$ cat config.mk
export PLATFORM = sky130hd
export DESIGN_NAME = toggle_hs_responder_flat
export DESIGN_NICKNAME = d
export VERILOG_FILES = /design/src/rtl/toggle_hs_pkg.sv /design/src/rtl/toggle_hs_responder_if.sv /design/src/rtl/hs_fifo.sv /design/src/rtl/toggle_hs_responder.sv /design/src/flat_wrapper.sv
export SDC_FILE = /design/constraint.sdc
export NUM_CORES = 1
export LEC_CHECK = 0
export CORE_MARGIN = 2
export CORE_UTILIZATION = 52
export DETAILED_ROUTE_END_ITERATION = 16
export GPL_TIMING_DRIVEN = 1
export PLACE_DENSITY = 0.78
export SLEW_MARGIN = 20
export SYNTH_ARGS = -nofsm -noshare
export SYNTH_HDL_FRONTEND = slang
export SYNTH_SLANG_ARGS = --single-unit
export TNS_END_PERCENT = 1
$ cat constraint.sdc
create_clock -name clk -period 2.6 [get_ports clk]
set_input_delay 0.52 -clock clk [delete_from_list [all_inputs] [get_ports clk]]
set_output_delay 0.52 -clock clk [all_outputs]
set_load 0.05 [all_outputs]
$ cat src/rtl/toggle_hs_pkg.sv
// Shared types and default constants for the toggle-handshake responder.
package toggle_hs_pkg;

  localparam int DEF_DATA_W = 8;
  localparam int DEF_DEPTH  = 4;
  localparam int XFER_CNT_W = 16;

  typedef enum logic {
    IDLE       = 1'b0,
    WAIT_SPACE = 1'b1
  } state_e;

endpackage

$ cat src/rtl/toggle_hs_responder_if.sv
// Bus bundle between the initiator/consumer side and the responder.
interface toggle_hs_responder_if
  import toggle_hs_pkg::*;
#(
  parameter int DATA_W = DEF_DATA_W,
  parameter int DEPTH  = DEF_DEPTH
);

  logic                      req_tgl;
  logic [DATA_W-1:0]         req_data;
  logic                      ack_tgl;
  logic                      out_valid;
  logic [DATA_W-1:0]         out_data;
  logic                      out_ready;
  logic [XFER_CNT_W-1:0]     xfer_cnt;
  logic [$clog2(DEPTH):0]    fifo_level;

  // Initiator and consumer side of the bus.
  modport master (
    output req_tgl, req_data, out_ready,
    input  ack_tgl, out_valid, out_data, xfer_cnt, fifo_level
  );

  // Responder side of the bus.
  modport slave (
    input  req_tgl, req_data, out_ready,
    output ack_tgl, out_valid, out_data, xfer_cnt, fifo_level
  );

endinterface

$ cat src/rtl/hs_fifo.sv
// Show-ahead FIFO with power-of-two depth; pointers wrap naturally.
module hs_fifo
  import toggle_hs_pkg::*;
#(
  parameter int DATA_W = DEF_DATA_W,
  parameter int DEPTH  = DEF_DEPTH
) (
  input  logic                     clk,
  input  logic                     reset,
  input  logic                     push,
  input  logic                     pop,
  input  logic [DATA_W-1:0]        wdata,
  output logic [DATA_W-1:0]        rdata,
  output logic                     full,
  output logic                     empty,
  output logic [$clog2(DEPTH):0]   level
);

  localparam int PTR_W = $clog2(DEPTH);
  localparam int LVL_W = PTR_W + 1;

  logic [DATA_W-1:0] mem_q [DEPTH];
  logic [PTR_W-1:0]  wr_ptr_q, wr_ptr_d;
  logic [PTR_W-1:0]  rd_ptr_q, rd_ptr_d;
  logic [LVL_W-1:0]  level_q, level_d;
  logic              do_push, do_pop;

  assign full  = (level_q == LVL_W'(DEPTH));
  assign empty = (level_q == '0);
  assign level = level_q;
  assign rdata = mem_q[rd_ptr_q];

  // Qualify requests: pop never underflows, push into a full FIFO only alongside a pop.
  always_comb begin
    do_pop   = pop & ~empty;
    do_push  = push & (~full | do_pop);
    wr_ptr_d = wr_ptr_q;
    rd_ptr_d = rd_ptr_q;
    level_d  = level_q;
    if (do_push) wr_ptr_d = wr_ptr_q + 1'b1;
    if (do_pop)  rd_ptr_d = rd_ptr_q + 1'b1;
    case ({do_push, do_pop})
      2'b10:   level_d = level_q + 1'b1;
      2'b01:   level_d = level_q - 1'b1;
      default: level_d = level_q;
    endcase
  end

  // Pointer and occupancy registers.
  always_ff @(posedge clk or posedge reset) begin
    if (reset) begin
      wr_ptr_q <= '0;
      rd_ptr_q <= '0;
      level_q  <= '0;
    end else begin
      wr_ptr_q <= wr_ptr_d;
      rd_ptr_q <= rd_ptr_d;
      level_q  <= level_d;
    end
  end

  // Storage array; contents need no reset since occupancy gates visibility.
  always_ff @(posedge clk) begin
    if (do_push) mem_q[wr_ptr_q] <= wdata;
  end

endmodule

$ cat src/rtl/toggle_hs_responder.sv
// Toggle-handshake responder: synchronises req_tgl, acknowledges each level
// change by toggling ack_tgl, and queues the offered word into an output FIFO.
module toggle_hs_responder
  import toggle_hs_pkg::*;
#(
  parameter int DATA_W = DEF_DATA_W,
  parameter int DEPTH  = DEF_DEPTH
) (
  input  logic                   clk,
  input  logic                   reset,
  toggle_hs_responder_if.slave   bus
);

  logic                   sync1_q, sync1_d;
  logic                   sync2_q, sync2_d;
  logic                   req_seen_q, req_seen_d;
  logic                   ack_q, ack_d;
  logic [XFER_CNT_W-1:0]  xfer_cnt_q, xfer_cnt_d;
  state_e                 state_q, state_d;

  logic                   pending, push_ok, accept, pop;
  logic                   fifo_full, fifo_empty;
  logic [DATA_W-1:0]      fifo_rdata;
  logic [$clog2(DEPTH):0] fifo_level;

  hs_fifo #(.DATA_W(DATA_W), .DEPTH(DEPTH)) u_fifo (
    .clk   (clk),
    .reset (reset),
    .push  (accept),
    .pop   (pop),
    .wdata (bus.req_data),
    .rdata (fifo_rdata),
    .full  (fifo_full),
    .empty (fifo_empty),
    .level (fifo_level)
  );

  assign bus.ack_tgl    = ack_q;
  assign bus.out_valid  = ~fifo_empty;
  assign bus.out_data   = fifo_rdata;
  assign bus.xfer_cnt   = xfer_cnt_q;
  assign bus.fifo_level = fifo_level;

  // Next-state and handshake decisions; a full FIFO still accepts when a pop frees a slot on the same edge.
  always_comb begin
    sync1_d    = bus.req_tgl;
    sync2_d    = sync1_q;
    pop        = ~fifo_empty & bus.out_ready;
    pending    = sync2_q ^ req_seen_q;
    push_ok    = ~fifo_full | pop;
    accept     = pending & push_ok;
    state_d    = state_q;
    req_seen_d = req_seen_q;
    ack_d      = ack_q;
    xfer_cnt_d = xfer_cnt_q;
    case (state_q)
      IDLE:       if (pending && !push_ok) state_d = WAIT_SPACE;
      WAIT_SPACE: if (push_ok)             state_d = IDLE;
      default:                             state_d = IDLE;
    endcase
    if (accept) begin
      req_seen_d = sync2_q;
      ack_d      = ~ack_q;
      xfer_cnt_d = xfer_cnt_q + 1'b1;
    end
  end

  // Synchroniser, handshake bookkeeping and FSM state.
  always_ff @(posedge clk or posedge reset) begin
    if (reset) begin
      sync1_q    <= 1'b0;
      sync2_q    <= 1'b0;
      req_seen_q <= 1'b0;
      ack_q      <= 1'b0;
      xfer_cnt_q <= '0;
      state_q    <= IDLE;
    end else begin
      sync1_q    <= sync1_d;
      sync2_q    <= sync2_d;
      req_seen_q <= req_seen_d;
      ack_q      <= ack_d;
      xfer_cnt_q <= xfer_cnt_d;
      state_q    <= state_d;
    end
  end

endmodule

$ cat src/flat_wrapper.sv
// flat-port wrapper written by rule: the top's interface ports become plain ports
module toggle_hs_responder_flat import toggle_hs_pkg::*;
#(
  parameter int DATA_W = DEF_DATA_W,
  parameter int DEPTH  = DEF_DEPTH
)
  (clk, reset, bus_req_tgl, bus_req_data, bus_out_ready, bus_ack_tgl, bus_out_valid, bus_out_data, bus_xfer_cnt, bus_fifo_level);
  toggle_hs_responder_if #(.DATA_W(DATA_W), .DEPTH(DEPTH)) bus_i ();
  input  logic clk;
  input  logic reset;
  input wire logic [$bits(bus_i.req_tgl)-1:0] bus_req_tgl;
  input wire logic [$bits(bus_i.req_data)-1:0] bus_req_data;
  input wire logic [$bits(bus_i.out_ready)-1:0] bus_out_ready;
  output wire logic [$bits(bus_i.ack_tgl)-1:0] bus_ack_tgl;
  output wire logic [$bits(bus_i.out_valid)-1:0] bus_out_valid;
  output wire logic [$bits(bus_i.out_data)-1:0] bus_out_data;
  output wire logic [$bits(bus_i.xfer_cnt)-1:0] bus_xfer_cnt;
  output wire logic [$bits(bus_i.fifo_level)-1:0] bus_fifo_level;
  assign bus_i.req_tgl = bus_req_tgl;
  assign bus_i.req_data = bus_req_data;
  assign bus_i.out_ready = bus_out_ready;
  assign bus_ack_tgl = bus_i.ack_tgl;
  assign bus_out_valid = bus_i.out_valid;
  assign bus_out_data = bus_i.out_data;
  assign bus_xfer_cnt = bus_i.xfer_cnt;
  assign bus_fifo_level = bus_i.fifo_level;
  toggle_hs_responder #(.DATA_W(DATA_W), .DEPTH(DEPTH)) u_core (.clk(clk), .reset(reset), .bus(bus_i));
endmodule
======== Word-level counts from Yosys, hierarchy flattened ========
Memory sizes are Yosys's and may differ from the RTL's.
Index checks and enable logic that the tools add are counted.
word-level totals
  register bits ........................... 27
  word-level logic and storage cells ...... 32
  output and inout bits ................... 29
  memories kept ........................... 1
  bits in writable memories ............... 32
  input port bits ......................... 12
memories
  name                 words  bits a word  read ports  clocked after Yosys merged registers in  write ports  RTL line       text
  u_core.u_fifo.mem_q  4      8            1           0                                        1            hs_fifo.sv:22  logic [DATA_W-1:0] mem_q [DEPTH];
cells by class
  bitwise gates (word level) .............. 10
  add/sub/neg operators ................... 5
  equality and inequality tests ........... 3
  reductions and logical operators ........ 2
  multiplexer cells ....................... 3
operators with widths
  operator                 count
  $add A16 B1 Y16 const B  1
  $pmux W3 S2              1
  $add A2 B1 Y2 const B    2
  $and A1 B1 Y1            4
  $add A3 B1 Y3 const B    1
  $eq A3 B3 Y1 const B     1
  $logic_not A3 Y1         1
  $not A1 Y1               3
  $sub A3 B1 Y3 const B    1
  $eq A2 B1 Y1 const B     1
  $eq A2 B2 Y1 const B     1
  $mux W1                  2
  $or A1 B1 Y1             2
  $reduce_bool A2 Y1       1
  $xor A1 B1 Y1            1

======== Logic depth before layout (Yosys ltp) ========
Gate-level depths: netlist (run 1).
  word-level depth ........................ 8
  depth in mapped cells ................... 10
  gate-level depth less buffers ........... 9

======== Cells and area by module ========
Synthesis (run 1) repeated with hierarchy kept, for this count alone.
second synthesis, totals
  cells, all modules ...................... 154
  area total of the unflattened synthesis .. 2476.1 um^2
by module, submodules not included
  module               instances  area each (um^2)  cells an instance  sequential area each (um^2)
  hs_fifo              1          1591.5            81                 1136.1
  toggle_hs_responder  1          884.6             73                 500.5

======== Least setup slack after synthesis (run 1) ========
Ideal clock, no wire load.
  path kind ............................... register to register
  start ................................... register u_core.u_fifo.level_q[0] (netlist: u_core.u_fifo.level[0])
  end ..................................... register u_core.u_fifo.level_q[2] (netlist: u_core.u_fifo.level[2])
  setup time .............................. 82 ps
  slack ................................... 91 ps
  cell stages (with the launch flop) ...... 9
  arrival time ............................ 2427 ps
  buffers on the path ..................... 0
  path through ............................ dfrtp_1 > or3_1 > and2_1 > ha_1 > inv_1 > fa_1 > xor2_1 > nor2_1 > xor2_1
between the ends
  longest elaborated chain between the ends .. 8
  elaborated cells on any way between the ends .. 16
  classes of those cells .................. add/sub: 2; eq/ne: 3; mux: 1; bitwise: 8; reduce/logical: 2
ends and longest elaborated chain
  what                                               RTL line                   text
  from (decl)                                        hs_fifo.sv:25              logic [LVL_W-1:0] level_q, level_d;
  from (signal assigned)                             hs_fifo.sv:58              level_q <= level_d;
  $logic_not A3 Y1 (*)                               hs_fifo.sv:29              assign empty = (level_q == '0);
  $not A1 Y1 (*)                                     -
  named net bus_out_valid                            flat_wrapper.sv:15         output wire logic [$bits(bus_i.out_valid)-1:0] bus_out_valid;
  $and A1 B1 Y1                                      toggle_hs_responder.sv:48  pop = ~fifo_empty & bus.out_ready;
  $and A1 B1 Y1 (*)                                  hs_fifo.sv:35              do_pop = pop & ~empty;
  named net u_core.u_fifo.do_pop                     hs_fifo.sv:26              logic do_push, do_pop;
  $or A1 B1 Y1                                       hs_fifo.sv:36              do_push = push & (~full | do_pop);
  $and A1 B1 Y1                                      hs_fifo.sv:36
  $eq A2 B1 Y1 or $eq A2 B2 Y1 (tied branches)       hs_fifo.sv:42              case ({do_push, do_pop})
  $pmux W3 S2 or $reduce_bool A2 Y1 (tied branches)  -
Mark *: on every way through the listed nets, which the timed path passes. The rest lies on a longest branch.
A chain may end at the register's enable or synchronous reset.

======== Worst setup path after layout (run 1) ========
  start ................................... register u_core.u_fifo.level_q[2] (netlist: u_core.u_fifo.level[2])
  end ..................................... output bus_out_valid
between the ends
  longest elaborated chain between the ends .. 2
ends and longest elaborated chain
  what              RTL line                   text
  $logic_not A3 Y1  hs_fifo.sv:29
  $not A1 Y1        toggle_hs_responder.sv:39  assign bus.out_valid = ~fifo_empty;
  to (decl)         flat_wrapper.sv:15
Every way passes these cells.

==> results of run 1 <==
metal layers:
metal,share of wire (%),GRT usage [%]
met1,44,23.98
met2,49,25.63
met3,5.2,4.696
met4,2.0,11.73
met5,0,0
cells in the mapped netlist:
| library cell | count |
|---|---|
| edfxtp_1 | 32 |
| dfrtp_1 | 27 |
| xnor2_1 | 13 |
| nand2_1 | 12 |
| xor2_1 | 10 |
| mux4_2 | 8 |
| inv_1 | 7 |
| ha_1 | 6 |
| nand4_1 | 6 |
| nor2_1 | 5 |
| and3_2 | 4 |
| and4_1 | 3 |
| nand3_1 | 3 |
| nor3_1 | 3 |
| and2_1 | 1 |
| and3_1 | 1 |
| buf_1 | 1 |
| buf_2 | 1 |
| buf_6 | 1 |
| fa_1 | 1 |
| mux2_2 | 1 |
| mux2i_1 | 1 |
| nand4_2 | 1 |
| nor4_4 | 1 |
| nor4b_4 | 1 |
| o21ai_0 | 1 |
| or3_1 | 1 |
| or4b_4 | 1 |
| xor2_2 | 1 |
critical path, stage by stage, from the launching register on:
cell and delay, ps:
dfrtp_1 440, or3_1 400, clkdlybuf4s50_1 710
kinds of logic after synthesis:
logic type	synth area share, %
buf+inv	1.867
xor+xnor	8.779
compound gates	0.2016
simple gates	11.20
mux	8.123
fa+ha+maj	3.834
flops	65.99
area by class of cell:
cell class,count,area share [%]
repair buffers,43,12.70
clock inverters,5,3.156
flip-flops and latches,59,51.60
multi-input cells,85,25.13
inverters,7,0.8284
well taps,54,2.130
clock buffers,11,4.458
where the power goes:
part / internal (uW) / total (uW) / switching (uW) / leakage [uW]
clock: 660 / 988 / 329 / 0.000123
sequential: 1240 / 1490 / 257 / 0.000634
combinational: 610 / 1600 / 985 / 0.000501
flip-flops by register name (all words and copies together) (netlist names):
| register | count |
|---|---|
| u_core.u_fifo.mem_q | 32 |
| u_core.bus.xfer_cnt | 16 |
| u_core.u_fifo.level | 3 |
| u_core.u_fifo.rd_ptr_q | 2 |
| u_core.u_fifo.wr_ptr_q | 2 |
| u_core.bus.ack_tgl | 1 |
| u_core.req_seen_q | 1 |
| u_core.sync1_q | 1 |
| u_core.sync2_q | 1 |
how the worst max path moves through the flow:
stage	startpoint	depth (start not counted)	slack, ps	to
final	u_core.u_fifo.level[2]$_DFFE_PP0P_	2	200	bus_out_valid
after global routing	u_core.u_fifo.rd_ptr_q[0]$_DFFE_PP0P_	2	120	bus_out_data[2]
after CTS	u_core.u_fifo.rd_ptr_q[0]$_DFFE_PP0P_	2	180	bus_out_data[1]
after detailed placement	bus_out_ready	10	40	u_core.u_fifo.level[2]$_DFFE_PP0P_
after global placement	bus_out_ready	10	160	u_core.u_fifo.level[2]$_DFFE_PP0P_
after floorplan	u_core.u_fifo.level[0]$_DFFE_PP0P_	8	90	u_core.u_fifo.level[2]$_DFFE_PP0P_
placed cells by master (no fill, tap or decap), types with 2 or more instances in the layout:
cell             count
and3_2               4
and4_1               3
buf_4               11
bufinv_16            3
clkbuf_8            10
clkdlybuf4s50_1     32
clkinv_2             2
dfrtp_1             27
edfxtp_1            32
ha_1                 6
inv_1                7
mux4_2               8
nand2_1             12
nand3_1              3
nand4_1              6
nor2_1               5
nor3_1               3
xnor2_1             13
xor2_1              10
stage by stage:
stage,area [um^2],setup slack [ps],hold WS [ps]
6_report,3172,204.8,354.6
5_1_grt,3172,121.6,364.4
4_1_cts,3172,177.4,357.5
3_5_place_dp,2930,35.03,341.3
3_3_place_gp,2930,159.2,335.9
2_1_floorplan,2480,90.74,331.2
==> results.json, run 1 <==
{
  "status": "finished, final reports clean",
  "criticalPathCategory": "flop to output pin",
  "start_util_pct": 53.21,
  "io_buffers": 40,
  "rsz0062_at_grt": "no",
  "cts-htree-levels": 3,
  "grt_start_max_net_pins": 28,
  "synth-seq-area-share_pct": 65.99,
  "worst_r2r_path_depth": 9,
  "cts_tree": "built",
  "coreArea_um2": 4661,
  "r2r-start": "u_core.req_seen_q$_DFFE_PP0P_",
  "r2r-end": "u_core.u_fifo.level[2]$_DFFE_PP0P_",
  "hold_end": "u_core.sync2_q$_DFF_PP0_",
  "layout.nets": 224,
  "hold_depth": 0,
  "routed-via-count": 1438,
  "final_hold_viol_count": 0,
  "cp.required_ps": 2080,
  "drive_above_1_share_pct": 20.95,
  "finalCritPeriodShare_pct": 92.12,
  "cap_viol_max_count": 0,
  "worstHoldStart": "u_core.sync1_q$_DFF_PP0_",
  "hp-class": "flop to flop",
  "syn_nets": 173,
  "hpwl_um": 2976,
  "seq_area_um2": 1637,
  "start_kind": "flop",
  "synth.cell_area_um2": 2480,
  "fill_cells": 325,
  "dieArea_um2": 5337,
  "maxClockFrequency_mhz": 417.5,
  "grt_pass1_vias": 1369,
  "clk_latency_ps": 320,
  "die_w_um": 73.06,
  "post-route-drc-count": 0,
  "first_pass_iters": 4,
  "synth_area_leaders": "edfxtp_1 (39%), dfrtp_1 (27%), mux4_2 (7.3%)",
  "gp_congestion": 0.7699,
  "post_cts_buffers": 0,
  "path_clk_slew_ps": 60,
  "rows": 25,
  "postRouteAntennaNets": 0,
  "io_pins": 41,
  "yosysTopAreaCell": "edfxtp_1",
  "avgViaCountPerCell": 5.447,
  "gr-total-overflow": 0,
  "max_slew_margin_pct": 59.17,
  "final.min_clock_period_ps": 2395,
  "grt_use_total_pct": 17.84,
  "detail_route.wl_per_cell_um": 16.26,
  "routed_wl_um": 4293,
  "syn_area_per_cell_um2": 16.10,
  "peakVddDrop_v": 0.0006931,
  "cp-end-kind": "output pin",
  "cts_num_sinks": 59,
  "setup_violations": 0,
  "power_density_nw_per_um2": 1286,
  "first_iter_violations": 114,
  "ys_types": 29,
  "dp_cells": 248,
  "finalMaxSlewViolations": 0,
  "multiInputGateArea_um2": 797.0,
  "path_max_fanout": 5,
  "die_y_um": 73.06,
  "hold_buffers": 0,
  "finalSetupTns_ps": 0,
  "diodes": 0,
  "static-leakage-power_uw": 0.001259,
  "cts_resized": 0,
  "area_growth_pct": 27.90,
  "ys_ff_latch": 59,
  "clockRootBuffer": "clkbuf_8",
  "skew_ps": 3.433,
  "cts_buffer_depth": 2,
  "yosys_warnings": 0,
  "final_cells": 264,
  "p_total_uw": 4079,
  "rrSetupSlack_ps": 500,
  "antenna_found_initial": 0,
  "tightest_slew_ps": 612.4,
  "syn_inst": 154,
  "finish.utilization_pct": 68.05,
  "critical_path_arrival_ps": 1880,
  "cts_buffers": 9,
  "grt_pass1_wl_um": 6844,
  "synth_top_area_share_pct": 38.75
}
No activity file was read; power rests on OpenSTA's default activity.
==> run 2: changes to the inputs <==
ABC_AREA = 1   (was default)
CORE_UTILIZATION = 53   (was 52)
PLACE_DENSITY = 0.79   (was 0.78)
==> run 2 against run 1 <==
Net effect:
- sequential power fell by 4%
- clock skew is 2.0 ps higher
- sequential share of layout area shrank 2.6 points
- sequential cell count stayed put
- clock power fell by 22%
- worst hold slack about the same
- largest power group unchanged
==> results.json, run 2 <==
{
  "status": "finished, final reports clean",
  "power_density_nw_per_um2": 1267,
  "synth.cell_area_um2": 2624,
  "avgViaCountPerCell": 4.981,
  "timing.final.ws_setup_ps": 332.4,
  "postRouteAntennaNets": 0,
  "critical_path_arrival_ps": 1750,
  "post_cts_buffers": 0,
  "slowest_stage": "clkdlybuf4s50_1",
  "layout.nets": 318,
  "clockRootBuffer": "clkbuf_8",
  "clk_latency_ps": 340,
  "synth-seq-area-share_pct": 62.37,
  "final_cells": 371,
  "cts_buffer_depth": 2,
  "cap_viol_max_count": 0,
  "synth_area_leaders": "edfxtp_1 (37%), dfrtp_1 (26%), nand2_1 (7.3%)",
  "start_kind": "flop",
  "first_pass_iters": 4,
  "critPathMaxStageDelay_ps": 700,
  "rsz0062_at_grt": "no",
  "switchingPower_uw": 1847,
  "path_clk_slew_ps": 60,
  "fill_cells": 374,
  "yosysTopAreaCell": "edfxtp_1",
  "die_w_um": 74.36,
  "cp_top_family": "buffers and inverters",
  "criticalPathCategory": "flop to output pin",
  "diodes": 0,
  "coreArea_um2": 4755,
  "ys.flop_type": "edfxtp_1",
  "power_frac_comb_pct": 48.0,
  "largest_register": "u_core.u_fifo.mem_q",
  "final_cell_area_um2": 3338,
  "routed_wl_um": 5032,
  "cp-end-kind": "output pin",
  "syn_area_per_cell_um2": 10.75,
  "cts_resized": 0,
  "cts_num_sinks": 59,
  "finish.utilization_pct": 70.21,
  "path_buf_inv": 1,
  "cts-htree-levels": 3,
  "gp_congestion": 0.8609,
  "crit_chain": "nor2_1, nand2_1, clkdlybuf4s50_1",
  "place_area_um2": 3161,
  "finalMaxSlewViolations": 0,
  "ys_types": 26,
  "clkPwrFrac_pct": 18.2,
  "die_y_um": 74.36,
  "path_max_fanout": 4,
  "synth_most_common_cell": "nand2_1",
  "grt_pass1_vias": 1817,
  "static-leakage-power_uw": 0.001362,
  "post-route-drc-count": 0,
  "final_hold_viol_count": 0,
  "dp_cells": 355,
  "yosys_warnings": 0,
  "netlist_top_cells_count": "nand2_1 (51), nor2_1 (33), edfxtp_1 (32)",
  "finalSetupTns_ps": 0,
  "hold_buffers": 0,
  "synth_edf_count": 32,
  "mostFrequentLayoutCells": "nand2_1 (51), nor2_1 (33), clkdlybuf4s50_1 (32), edfxtp_1 (32), dfrtp_1 (27)",
  "gr-total-overflow": 0,
  "hpwl_um": 3485,
  "dieArea_um2": 5529,
  "grt_use_total_pct": 20.69,
  "ys_ff_latch": 59,
  "area_growth_pct": 27.23,
  "synthArstFlopShare_pct": 45.76,
  "first_iter_violations": 177,
  "tightest_slew_ps": 525.3,
  "cp.required_ps": 2080,
  "rows": 25,
  "final.min_clock_period_ps": 2268,
  "p_int_uw": 2383,
  "io_pins": 41,
  "drive_above_1_share_pct": 13.16,
  "detail_route.wl_per_cell_um": 13.56,
  "max_slew_margin_pct": 64.87,
  "peakVddDrop_v": 0.0009164,
  "skew_ps": 5.464,
  "io_buffers": 40,
  "hp-class": "flop to flop",
  "syn_inst": 244,
  "finalCritPeriodShare_pct": 87.22,
  "cts_buffers": 9,
  "start_util_pct": 55.18,
  "largest_reg_flops": 32,
  "syn_nets": 263,
  "routed-via-count": 1848,
  "grt_pass1_wl_um": 8266,
  "grt_start_max_net_pins": 28,
  "seqPwrFrac_pct": 33.7,
  "switching_share_pct": 43.66,
  "pre_cts_slack_ps": 198.9,
  "setup_violations": 0,
  "synth_top_area_share_pct": 36.62,
  "maxClockFrequency_mhz": 441.0,
  "antenna_found_initial": 0,
  "cts_tree": "built",
  "final_common_cell": "nand2_1"
}
[run 2: cell count changes after synthesis, sizes merged, moves of 4 or more]
cell   before  now
and3        5    0
inv         7   19
mux4        8    0
nand2      12   55
nand3       3    7
nand4       7    3
nor2        5   39
o21ai       1   19
o22ai       0    8
xnor2      13    8
[run 2: metal layers]
metal / global-route usage [%] / routed length, um / up-vias
met1: 25.39 / 2179 / 879
met2: 34.61 / 2545 / 44
met5: 0 / 0 / -
met4: 7.341 / 55 / 0
li1: - / - / 916
met3: 6.640 / 251 / 9
[run 2: worst register-to-register path, cell delays in order, from the launching register on]
cell	delay (ps)
dfrtp_1	430
nor2_1	200
nand3_1	180
nand2_4	110
ha_1	140
inv_1	70
fa_1	380
a21oi_1	140
o21ai_0	110
xor2_1	150
[run 2: power groups by stage]
stage / sequential, uW / clock [uW] / combinational [uW]
floorplan: 1700 / 0 / 1080
global placement: 1430 / 0 / 2000
detailed placement: 1440 / 0 / 2050
CTS: 1430 / 784 / 2050
global route: 1450 / 829 / 2190
finish: 1430 / 771 / 2030
[run 2: kinds of logic after synthesis]
group	Yosys count	synth area share (%)
and+or+nand+nor	107	17.98
DFF	59	62.37
AOI/OAI and AO/OA	30	6.104
buffers and inverters	24	3.958
xor gates and xnor gates	17	5.961
adders and majority gates	7	3.624
[run 2: final timing paths]
check | start | endpoint | slack, ps | depth (start not counted)
setup / recovery | u_core.u_fifo.level[0]$_DFFE_PP0P_ | bus_out_valid | 330 | 3
hold / removal | u_core.sync1_q$_DFF_PP0_ | u_core.sync2_q$_DFF_PP0_ | 350 | 0
setup reg to reg | u_core.u_fifo.level[0]$_DFFE_PP0P_ | u_core.u_fifo.level[2]$_DFFE_PP0P_ | 580 | 9
hold reg to reg | u_core.sync1_q$_DFF_PP0_ | u_core.sync2_q$_DFF_PP0_ | 350 | 0
max in group asynchronous | reset | u_core.bus.xfer_cnt[15]$_DFFE_PP0P_ | 1800 | 3
min in group asynchronous | reset | u_core.u_fifo.rd_ptr_q[0]$_DFFE_PP0P_ | 540 | 3
[run 2: area by class of cell]
cell class	count	area, um^2	share of cell area [%]
well taps	67	83.83	2.511
repair buffers	49	485.5	14.54
multi-input cells	161	883.3	26.46
flip-flops and latches	59	1637	49.03
clock buffers	11	131.4	3.936
clock inverters	5	46.29	1.387
inverters	19	71.32	2.136
[run 2: stage by stage]
stage	power, uW	hold slack [ps]
floorplan	2773	331.2
global placement	3428	332.4
detailed placement	3485	341.8
CTS	4261	356.2
global route	4475	382.3
finish	4230	354.4
